[config.mk]
export PLATFORM = sky130hd
export DESIGN_NAME = reset_sequencer
export DESIGN_NICKNAME = d
export VERILOG_FILES = /design/src/rtl/reset_sequencer.sv
export SDC_FILE = /design/constraint.sdc
export NUM_CORES = 1
export LEC_CHECK = 0
export ABC_AREA = 1
export CAP_MARGIN = 20
export CORE_UTILIZATION = 45
export DETAILED_ROUTE_END_ITERATION = 7
export GPL_TIMING_DRIVEN = 0
export HOLD_SLACK_MARGIN = 0.02
export PLACE_DENSITY = 0.65
export SLEW_MARGIN = 20
export SYNTH_ARGS = -nofsm -noshare
export SYNTH_HDL_FRONTEND = slang
export SYNTH_SLANG_ARGS = --single-unit
[constraint.sdc]
create_clock -name clock -period 1.45 [get_ports clock]
set_input_delay 0.435 -clock clock [delete_from_list [all_inputs] [get_ports clock]]
set_output_delay 0.435 -clock clock [all_outputs]
set_load 0.01 [all_outputs]
[src/rtl/reset_sequencer.sv]
// Power-on reset sequencer: waits for a stable synchronised PLL lock, then
// releases the staged reset outputs one at a time and supervises for lock loss.
module reset_sequencer #(
  parameter int HOLD_CYCLES = 75000,
  parameter int STAGE_GAP   = 16,
  parameter int NUM_STAGES  = 3
) (
  input  logic                  clock,
  input  logic                  reset,
  input  logic                  locked,
  input  logic                  sw_reset,
  output logic [NUM_STAGES-1:0] reset_stage,
  output logic                  ready,
  output logic [7:0]            lock_loss_count
);

  typedef enum logic [1:0] {WAIT_LOCK, STABILISE, RELEASE, RUN} state_t;

  localparam int                IDX_W     = (NUM_STAGES > 1) ? $clog2(NUM_STAGES) : 1;
  localparam logic [19:0]       HOLD_LAST = 20'(HOLD_CYCLES - 1);
  localparam logic [7:0]        GAP_LAST  = 8'(STAGE_GAP - 1);
  localparam logic [IDX_W-1:0]  IDX_LAST  = IDX_W'(NUM_STAGES - 1);

  state_t                  state_reg, state_next;
  logic                    locked_meta_reg, locked_s_reg;
  logic [19:0]             hold_reg, hold_next;
  logic [7:0]              gap_reg, gap_next;
  logic [IDX_W-1:0]        idx_reg, idx_next;
  logic [NUM_STAGES-1:0]   stage_reg, stage_next;
  logic                    ready_reg, ready_next;
  logic [7:0]              loss_reg, loss_next;
  logic [NUM_STAGES-1:0]   stage_sel;

  // One-hot select of the stage bit addressed by the release index.
  genvar gi;
  generate
    for (gi = 0; gi < NUM_STAGES; gi++) begin : g_sel
      assign stage_sel[gi] = (idx_reg == IDX_W'(gi));
    end
  endgenerate

  always_ff @(posedge clock or posedge reset) begin
    if (reset) begin
      locked_meta_reg <= 1'b0;
      locked_s_reg    <= 1'b0;
      state_reg       <= WAIT_LOCK;
      hold_reg        <= '0;
      gap_reg         <= '0;
      idx_reg         <= '0;
      stage_reg       <= '1;
      ready_reg       <= 1'b0;
      loss_reg        <= '0;
    end else begin
      locked_meta_reg <= locked;
      locked_s_reg    <= locked_meta_reg;
      state_reg       <= state_next;
      hold_reg        <= hold_next;
      gap_reg         <= gap_next;
      idx_reg         <= idx_next;
      stage_reg       <= stage_next;
      ready_reg       <= ready_next;
      loss_reg        <= loss_next;
    end
  end

  always_comb begin
    state_next = state_reg;
    hold_next  = hold_reg;
    gap_next   = gap_reg;
    idx_next   = idx_reg;
    stage_next = stage_reg;
    ready_next = ready_reg;
    loss_next  = loss_reg;
    case (state_reg)
      WAIT_LOCK: begin
        stage_next = '1;
        ready_next = 1'b0;
        if (locked_s_reg) begin
          state_next = STABILISE;
          hold_next  = '0;
        end
      end
      STABILISE: begin
        if (!locked_s_reg) begin
          state_next = WAIT_LOCK;
        end else if (hold_reg == HOLD_LAST) begin
          state_next = RELEASE;
          gap_next   = '0;
          idx_next   = '0;
        end else begin
          hold_next = hold_reg + 20'd1;
        end
      end
      RELEASE: begin
        if (!locked_s_reg) begin
          state_next = WAIT_LOCK;
          stage_next = '1;
          ready_next = 1'b0;
        end else if (gap_reg == GAP_LAST) begin
          stage_next = stage_reg & ~stage_sel;
          gap_next   = '0;
          idx_next   = idx_reg + 1'b1;
          if (idx_reg == IDX_LAST) begin
            state_next = RUN;
            ready_next = 1'b1;
          end
        end else begin
          gap_next = gap_reg + 8'd1;
        end
      end
      RUN: begin
        // Lock loss has priority over a simultaneous soft reset request.
        if (!locked_s_reg) begin
          state_next = WAIT_LOCK;
          stage_next = '1;
          ready_next = 1'b0;
          if (loss_reg != 8'hFF) loss_next = loss_reg + 8'd1;
        end else if (sw_reset) begin
          state_next = STABILISE;
          hold_next  = '0;
          stage_next = '1;
          ready_next = 1'b0;
        end
      end
      default: begin
        state_next = WAIT_LOCK;
        stage_next = '1;
        ready_next = 1'b0;
      end
    endcase
  end

  assign reset_stage     = stage_reg;
  assign ready           = ready_reg;
  assign lock_loss_count = loss_reg;

endmodule

==> results of run 1 <==
-- path summary, 6_finish.rpt --
path	endpoint	depth (start not counted)	start
max in group asynchronous	reset_stage[1]$_DFFE_PP1P_	3	reset
min in group asynchronous	hold_reg[14]$_DFFE_PP0P_	2	reset
worst min register to register	locked_s_reg$_DFF_PP0_	0	locked_meta_reg$_DFF_PP0_
worst min-delay path	locked_s_reg$_DFF_PP0_	0	locked_meta_reg$_DFF_PP0_
worst max-delay path	hold_reg[16]$_DFFE_PP0P_	9	hold_reg[1]$_DFFE_PP0P_
worst max register to register	hold_reg[16]$_DFFE_PP0P_	9	hold_reg[1]$_DFFE_PP0P_
-- power groups by stage --
stage               logic (W)  registers, W  clock network, W
finish                0.00198       0.00164          0.000891
CTS                   0.00170       0.00161          0.000916
detailed placement    0.00113       0.00168                 0
global route          0.00216       0.00166          0.000948
global placement      0.00113       0.00167                 0
floorplan            0.000775       0.00167                 0
-- cell families (layout without fill, tap and decap cells) --
| logic type | after synthesis | after routing | synth area share, % |
|---|---|---|---|
| AO/OA/AOI/OAI | 28 | 28 | 6.89 |
| XOR/XNOR | 20 | 20 | 6.23 |
| adder cells (fa/ha/maj) | 6 | 6 | 2.67 |
| buffers and inverters | 45 | 133 | 6.89 |
| flip-flops | 46 | 46 | 41.0 |
| multiplexers | 1 | 1 | 0.356 |
| AND/OR/NAND/NOR | 228 | 229 | 35.9 |
-- per-layer routing --
metal	track usage [%]	part of all wire [%]	vias to the layer above
met5	0	0	-
met1	33.2	45	1341
li1	-	-	1372
met3	4.27	3.6	12
met4	9.46	2.0	0
met2	37.9	49	57
-- stage by stage --
stage          hold slack, ns  setup TNS (ns)  instance area (um^2)  cells
4_1_cts                 0.363           -2.38                  3730    514
3_5_place_dp            0.339          -15.30                  3090    464
3_3_place_gp            0.334          -14.62                  3090    464
6_report                0.361           -2.39                  4070    538
5_1_grt                 0.370           -4.35                  4070    538
2_1_floorplan           0.331               0                  2850    374
-- cell usage in the layout (no fill, tap or decap), types with 6 or more instances in the layout --
cell type,n
nand2_1,92
buf_4,51
dfrtp_1,34
inv_1,27
nand2_2,26
nor2_1,25
nand3_1,25
xor2_1,15
o21ai_2,14
nand2_4,12
nor2_2,12
nand4_1,11
nor2_4,10
inv_2,9
dfrtp_2,9
clkdlybuf4s15_1,7
buf_6,7
nand3_2,6
buf_12,6
-- what timing repair did --
item / CTS / global route
setup buffers: 36 / 27
resized for setup: 76 / 72
cloned: 6 / 0
setup endpoints to repair: 48 / 50
hold buffers: 0 / 0
pin swaps: 20 / 33
-- final cells by class --
class                           instances  area [um^2]  area share, %
Buffer                                  4         40.0          0.983
Clock buffer                            5         68.8           1.69
Clock inverter                          3         26.3          0.645
Inverter                               40          166           4.08
Multi-Input combinational cell        284         1780           43.6
Sequential cell                        46         1170           28.6
Tap cell                               75         93.8           2.30
Timing Repair Buffer                   79          721           17.7
Timing Repair inverter                  2         13.8          0.338
-- critical path: stages (launching register included) --
cell	delay [ns]
dfrtp_1	0.40
ha_4	0.18
nand2_4	0.07
buf_12	0.13
nor2_4	0.15
nand2_2	0.11
nor2_4	0.11
xor2_1	0.17
nand3_1	0.13
nand2_2	0.07
==> metrics.yaml, run 1 <==
hold_viol: 0
grt_pass1_vias: 2476
power.switching_w: 0.00177
drc: 0
powerDensity_mw_per_mm2: 1110
worstSetupStartpointType: "flip-flop"
synth_edf_count: 0
p_sw_share_pct: 39.2
synth_fp_nets: 384
p_total_w: 0.00452
internal_power_w: 0.00275
gp_congestion: 0.849
cts_tree: "done"
post-synth-top-count-cell: "nand2_1"
antenna_found_initial: 0
cts.sinks: 46
drt_iter0_drc: 182
antenna_cells: 0
drt-vias-per-instance: 5.17
hpwl_um: 4390
first_pass_iters: 4
post_drt_wl_per_cell_um: 14.5
cap_violations: 0
ant_nets: 0
crit_type: "reg -> reg"
post-route-util_pct: 68.0
comb_power_share_pct: 44.0
via_count: 2782
max_slew_margin_pct: 76.7
cts_buffers: 5
p_seq_share_pct: 36.3
port_buffers: 15
timing.final.crit_share_pct: 109
cts_max_path_buffers: 2
routed_wl_um: 7820
core-area_mm2: 0.00599
die_h_um: 81.1
crit_fanout: 5
worstMarginPinSlew_ns: 0.349
rows: 28
status: "finished with violations"
required_ns: 1.70
avgSynthCellArea_um2: 7.52
worstPathArrival_ns: 1.83
holdCritPathClass: "reg -> reg"
synth_cell_types: 31
overflow: 0
largest_reg_flops: 20
finalClockSkew_ns: 0.00893
nets: 472
setup_violations: 29
synthFlopType: "dfrtp_1"
fmax_ghz: 0.635
synth_top_area_cell: "dfrtp_1"
fin_ws_ns: -0.124
r2r_slack_ns: -0.12
grt_max_degree: 47
synth_seq_area_share_pct: 41.0
syn-instance-count: 374
ctsHtreeMaxLevel: 2
start_util_pct: 47.0
io_pins: 16
syn_to_final_growth_pct: 44.8
rsz0062_at_grt: "true"
fill_cells: 451
grt_pass1_wl_um: 11900
synth_commonest_cells: "nand2_1 (123), dfrtp_1 (43), nor2_1 (40), inv_1 (34), nand3_1 (31)"
ys_ff_latch: 46
violations: "setup timing"
clk_latency_ns: 0.31
path_clk_slew_ns: 0.10
die_area_mm2: 0.00657
drive_above_1_share_pct: 42.3
synthArstFlopShare_pct: 100
synth_top_cell_area_share_pct: 38.2
synth_warnings: 0
end_kind: "flip-flop"
period_needed_ns: 1.57
die_x_um: 81.1
leakage_nw: 1.93
synthTopCellsByArea: "dfrtp_1 (38%), nand2_1 (16%), nand3_1 (5.5%)"
syn_area_mm2: 0.00281
track_usage_pct: 24.3
cts_root_buf: "clkbuf_8"
clkPwrFrac_pct: 19.7
timing.final.max_slew_violations: 0
dp_slack_ns: -0.255
ir_drop_mv: 0.815
Note: power is estimated with default switching activity, not from simulation.
==> run 2: changes to the inputs <==
--- a/config.mk
+++ b/config.mk
@@ -11,7 +11,6 @@
 export DETAILED_ROUTE_END_ITERATION = 7
 export GPL_TIMING_DRIVEN = 0
 export HOLD_SLACK_MARGIN = 0.02
-export PLACE_DENSITY = 0.65
 export SLEW_MARGIN = 20
 export SYNTH_ARGS = -nofsm -noshare
 export SYNTH_HDL_FRONTEND = slang
==> constraint.sdc (replaced) <==
create_clock -name clock -period 1.9 [get_ports clock]
set_input_delay 0.57 -clock clock [delete_from_list [all_inputs] [get_ports clock]]
set_output_delay 0.57 -clock clock [all_outputs]
set_load 0.01 [all_outputs]
==> run 2 against run 1 <==
The flow now finishes without violations. Register-to-register slack improved by 0.23 ns. Via count down 14%. Global-route usage fell by 4.7 points. Flip-flop and latch count stayed put. Utilization is 14 points lower. Die area did not move. Final cell count fell by 11%. Combinational power down 56%. Critical path type is now reg -> out. Largest power group is now registers.
==> metrics.yaml, run 2 (same netlist as run 1, synthesis figures left out) <==
status: "finished, final reports clean"
cts.sinks: 46  # unchanged
first_pass_iters: 4  # unchanged
routed_wl_um: 5800  # -26%
period_needed_ns: 1.83
largest_reg_flops: 20  # unchanged
critical_path.top_delay_family: "buffers and inverters"
grt_pass1_wl_um: 9850  # -17%
worstSetupStartpointType: "flip-flop"
path_cells: "clkdlybuf4s50_1"
crit_fanout: 4  # -1
dpl_cell_area_mm2: 0.00308  # -0.36%
io_pins: 16  # unchanged
track_usage_pct: 19.5  # -4.7 points
ant_nets: 0  # unchanged
timing.final.crit_share_pct: 96.4
via_count: 2399  # -14%
comb_power_share_pct: 31.7  # -12 points
p_sw_share_pct: 37.8  # -1.4 points
timing.final.max_slew_violations: 0  # unchanged
finalClockSkew_ns: 0.00947  # +0.000540 ns
rows: 28  # unchanged
clk_latency_ns: 0.31  # about the same
cts_max_path_buffers: 2  # unchanged
final_common_cell: "nand2_1"
cts_root_buf: "clkbuf_8"
overflow: 0  # unchanged
antenna_cells: 0  # unchanged
hold_viol: 0  # unchanged
cts_buffers: 5  # unchanged
setup_tns_ns: 0  # +2.39 ns
hpwl_um: 4310  # -1.8%
slowest_stage: "clkdlybuf4s50_1"
fmax_ghz: 0.546
port_buffers: 15  # unchanged
core-area_mm2: 0.00599  # unchanged
gp_congestion: 0.923  # +8.7%
required_ns: 1.33  # -0.37 ns
end_kind: "output port"
setup_violations: 0  # -100%
ir_drop_mv: 0.465  # -43%
max_stage_delay_ns: 0.55  # +0.15 ns
powerDensity_mw_per_mm2: 848  # -24%
clkPwrFrac_pct: 23.0  # +3.3 points
antenna_found_initial: 0  # unchanged
post_drt_wl_per_cell_um: 12.1  # -17%
power.switching_w: 0.00104  # -41%
worstPathArrival_ns: 1.26  # -0.57 ns
drc: 0  # unchanged
grt_pass1_vias: 2127  # -14%
cts_tree: "done"
die_h_um: 81.1  # unchanged
finalInstanceArea_mm2: 0.00324  # -21%
syn_to_final_growth_pct: 15.1
drt-vias-per-instance: 5.01  # -3.1%
die_area_mm2: 0.00657  # unchanged
die_x_um: 81.1  # unchanged
cap_violations: 0  # unchanged
internal_power_w: 0.00171  # -38%
worstMarginPinSlew_ns: 0.325  # -0.0237 ns
drt_iter0_drc: 121  # -34%
grt_max_degree: 34  # -28%
holdCritPathClass: "reg -> reg"
leakage_nw: 1.51  # -22%
p_seq_share_pct: 45.3  # +9.0 points
drive_above_1_share_pct: 14.6  # -28 points
max_slew_margin_pct: 78.3  # +1.6 points
rsz0062_at_grt: "false"
crit_type: "reg -> out"
ctsHtreeMaxLevel: 2  # unchanged
path_buf_inv: 1  # unchanged
nets: 413  # -13%
mostFrequentLayoutCells: "nand2_1 (123), dfrtp_1 (43), nor2_1 (40), inv_1 (33), nand3_1 (31)"
start_util_pct: 47.0  # unchanged
path_clk_slew_ns: 0.09  # about the same
[run 2: path summary, 6_finish.rpt]
path	start	to	depth (start not counted)	slack, ns
worst min register to register	locked_meta_reg$_DFF_PP0_	locked_s_reg$_DFF_PP0_	0	0.36
max in group asynchronous	reset	reset_stage[2]$_DFFE_PP1P_	3	0.83
worst max register to register	hold_reg[0]$_DFFE_PP0P_	hold_reg[0]$_DFFE_PP0P_	10	0.11
worst max-delay path	lock_loss_count[2]$_DFFE_PP0P_	lock_loss_count[2]	1	0.07
min in group asynchronous	reset	hold_reg[7]$_DFFE_PP0P_	2	0.53
worst min-delay path	locked_meta_reg$_DFF_PP0_	locked_s_reg$_DFF_PP0_	0	0.36
[run 2: final cells by class]
class	instances	area, um^2
Fill cell	591	2750
Timing Repair Buffer	22	216
Tap cell	75	93.8
Sequential cell	46	1150
Buffer	5	43.8
Clock inverter	3	25.0
Inverter	40	150
Clock buffer	5	68.8
Multi-Input combinational cell	283	1490
[run 2: stage by stage]
step / hold slack [ns] / utilization [%] / total power [W] / cells / worst slack, ns
after CTS: 0.361 / 53.0 / 0.00275 / 474 / 0.0206
after floorplan: 0.331 / - / 0.00185 / 374 / 0.247
after detailed placement: 0.339 / 51.4 / 0.00212 / 465 / 0.0158
after global placement: 0.332 / 51.0 / 0.00210 / 464 / -0.741
final: 0.356 / 54.1 / 0.00275 / 479 / 0.0683
after global routing: 0.368 / 54.1 / 0.00294 / 479 / 0.00481
[run 2: worst register-to-register path: cells and delay by family (launching register included)]
family / cells / cell delay (ns)
AO/OA/AOI/OAI: 1 / 0.06
adder cells (fa/ha/maj): 1 / 0.26
buffers and inverters: 2 / 0.24
flip-flops: 1 / 0.44
AND/OR/NAND/NOR: 6 / 0.72
[run 2: power by group through the flow]
stage / Combinational [W] / Clock [W] / Sequential, W
6_report: 0.000870 / 0.000631 / 0.00124
5_1_grt: 0.000993 / 0.000692 / 0.00126
4_1_cts: 0.000844 / 0.000651 / 0.00125
3_5_place_dp: 0.000851 / 0 / 0.00127
3_3_place_gp: 0.000836 / 0 / 0.00127
2_1_floorplan: 0.000582 / 0 / 0.00127
[run 2: what timing repair did]
item                                    in CTS  in global routing
buffers inserted                             1                  5
resized for setup                            3                  6
endpoints found under the setup margin       4                 27
hold buffers                                 0                  0
[run 2: routing by layer]
metal	part of all wire [%]	wire length, um	GRT usage [%]	vias up
li1	-	-	-	1245
met1	53	3100	29.3	1109
met2	43	2480	28.7	41
met3	3.1	178	3.71	4
met4	0.72	42	4.82	0
met5	0	0	0	-
==> run 3: changes to the inputs <==
--- a/config.mk
+++ b/config.mk
@@ -7,7 +7,7 @@
 export LEC_CHECK = 0
 export ABC_AREA = 1
 export CAP_MARGIN = 20
-export CORE_UTILIZATION = 45
+export CORE_UTILIZATION = 25
 export DETAILED_ROUTE_END_ITERATION = 7
 export GPL_TIMING_DRIVEN = 0
 export HOLD_SLACK_MARGIN = 0.02
==> run 3 against run 2 <==
Worst hold slack gained 0.016 ns. Power grew 0.84%. Clock skew shrank 0.0053 ns. Critical path type unchanged.
==> metrics.yaml, run 3 (same netlist as run 1, synthesis figures left out) <==
use_met2_pct: 17.8  # -11 points
holdCritPathClass: "reg -> reg"
finalInstanceArea_mm2: 0.00331  # +2.4%
cp.depth: 1  # unchanged
port_buffers: 15  # unchanged
ir_drop_mv: 0.368  # -21%
path_buf_inv: 1  # unchanged
dpl_cell_area_mm2: 0.00316  # +2.6%
p_seq_share_pct: 45.0  # -0.3 points
grt-busiest-layer: "met2"
gp_congestion: 0.881  # -4.6%
comb_power_share_pct: 31.6  # about the same
start_util_pct: 25.8  # -21 points
drt_iter0_drc: 167  # +38%
crit_type: "reg -> out"
hpwl_um: 4320  # +0.14%
drc: 0  # unchanged
slowest_stage: "clkdlybuf4s50_1"
largest_reg_flops: 20  # unchanged
via_count: 2345  # -2.3%
setup_violations: 0  # unchanged
cts_root_buf: "clkbuf_8"
internal_power_w: 0.00172  # +0.95%
critical_path.top_delay_family: "buffers and inverters"
cap_violations: 0  # unchanged
final_common_cell: "nand2_1"
drive_above_1_share_pct: 15.3  # +0.74 points
ctsHoldBuffers: 0  # unchanged
grt_pass1_wl_um: 10000  # +1.8%
setup_tns_ns: 0  # unchanged
worstSetupStartpointType: "flip-flop"
required_ns: 1.33  # about the same
nets: 413  # unchanged
max_slew_margin_pct: 76.8  # -1.5 points
die_x_um: 108  # +33%
mostFrequentLayoutCells: "nand2_1 (123), nor2_1 (40), dfrtp_1 (40), inv_1 (33), nand3_1 (31)"
clkPwrFrac_pct: 23.5  # +0.5 points
die_area_mm2: 0.0117  # +78%
rsz0062_at_grt: "false"
path_clk_slew_ns: 0.10  # about the same
fmax_ghz: 0.540  # -1.1%
use_met3_pct: 1.81  # -1.9 points
path_cells: "clkdlybuf4s50_1"
worstMarginPinSlew_ns: 0.348  # +0.0231 ns
grt_pass1_vias: 2177  # +2.4%
period_needed_ns: 1.85  # +0.0208 ns
cts_buffers: 5  # unchanged
post-route-util_pct: 30.4  # -24 points
fill_cells: 1161  # +96%
overflow: 0  # unchanged
antenna_found_initial: 0  # unchanged
post_drt_wl_per_cell_um: 10.7  # -12%
syn_to_final_growth_pct: 17.8
holdPathStages: 0  # unchanged
drt-vias-per-instance: 4.31  # -14%
cts.sinks: 46  # unchanged
max_stage_delay_ns: 0.56  # about the same
antenna_cells: 0  # unchanged
end_kind: "output port"
core-area_mm2: 0.0109  # +82%
worstPathArrival_ns: 1.28  # +0.02 ns
leakage_nw: 1.47  # -2.1%
finalClockSkew_ns: 0.00421  # -0.00526 ns
powerDensity_mw_per_mm2: 835  # -1.5%
cts_tree: "done"
track_usage_pct: 10.7  # -8.8 points
die_h_um: 108  # +33%
ctsHtreeMaxLevel: 2  # unchanged
ff2ff_path_depth: 10  # unchanged
cts_max_path_buffers: 2  # unchanged
status: "finished, final reports clean"
met1_usage_pct: 14.1  # -15 points
hold_viol: 0  # unchanged
grt_max_degree: 33  # -2.9%
power.switching_w: 0.00104  # +0.65%
io_pins: 16  # unchanged
ant_nets: 0  # unchanged
clk_latency_ns: 0.30  # about the same
crit_fanout: 4  # unchanged
timing.final.crit_share_pct: 97.5  # +1.1 points
rows: 38  # +36%
p_sw_share_pct: 37.7  # -0.071 points
first_pass_iters: 4  # unchanged
routed_wl_um: 5820  # +0.45%
timing.final.max_slew_violations: 0  # unchanged
run 3: changes by cell type in the layout (fill, tap and decap cells not counted):
cell	before	now
clkdlybuf4s50_1	10	12
clkinv_4	1	0
clkinvlp_4	1	0
dfrtp_1	43	40
dfrtp_2	0	3
dlymetal6s2s_1	2	0
inv_6	1	3
nor2_2	2	3
nor2_4	5	4
run 3: through the flow:
stage	instances	total power, W	hold slack [ns]	setup WS, ns
2_1_floorplan	374	0.00185	0.331	0.247
3_3_place_gp	529	0.00209	0.342	-0.735
3_5_place_dp	530	0.00212	0.348	-0.0191
4_1_cts	539	0.00278	0.378	0.00156
5_1_grt	544	0.00297	0.390	0.000671
6_report	544	0.00277	0.372	0.0475
run 3: final cells by class:
cell class / count / area [um^2] / share of cell area [%]
plain buffers: 5 / 43.8 / 1.32
clock buffers: 5 / 68.8 / 2.08
clock inverters: 3 / 26.3 / 0.793
inverters: 40 / 150 / 4.53
multi-input cells: 283 / 1480 / 44.7
flip-flops and latches: 46 / 1160 / 35.0
well taps: 140 / 175 / 5.29
repair buffers: 22 / 211 / 6.38
run 3: worst paths after layout:
check / from / end / slack, ns
max in group asynchronous: reset / reset_stage[0]$_DFFE_PP1P_ / 0.81
hold reg to reg: locked_meta_reg$_DFF_PP0_ / locked_s_reg$_DFF_PP0_ / 0.37
min in group asynchronous: reset / lock_loss_count[1]$_DFFE_PP0P_ / 0.54
hold / removal: locked_meta_reg$_DFF_PP0_ / locked_s_reg$_DFF_PP0_ / 0.37
setup / recovery: lock_loss_count[6]$_DFFE_PP0P_ / lock_loss_count[6] / 0.05
setup reg to reg: hold_reg[0]$_DFFE_PP0P_ / hold_reg[17]$_DFFE_PP0P_ / 0.17
run 3: what timing repair did:
item | 4_1_cts | 5_1_grt
setup buffers | 1 | 5
setup endpoints to repair | 6 | 32
pin swaps | 0 | 0
gates resized for setup | 4 | 5
cloned | 0 | 0
run 3: power by group through the flow:
stage,clock [W],sequential [W],combinational (W)
floorplan,0,0.00127,0.000582
global placement,0,0.00127,0.000828
detailed placement,0,0.00127,0.000851
CTS,0.000683,0.00125,0.000851
global route,0.000712,0.00127,0.000987
finish,0.000650,0.00125,0.000873
run 3: layer usage:
layer / vias to the layer above / share of wire (%)
met1: 1075 / 50
met4: 0 / 1.3
met3: 7 / 1.6
met2: 23 / 47
met5: - / 0
li1: 1240 / -
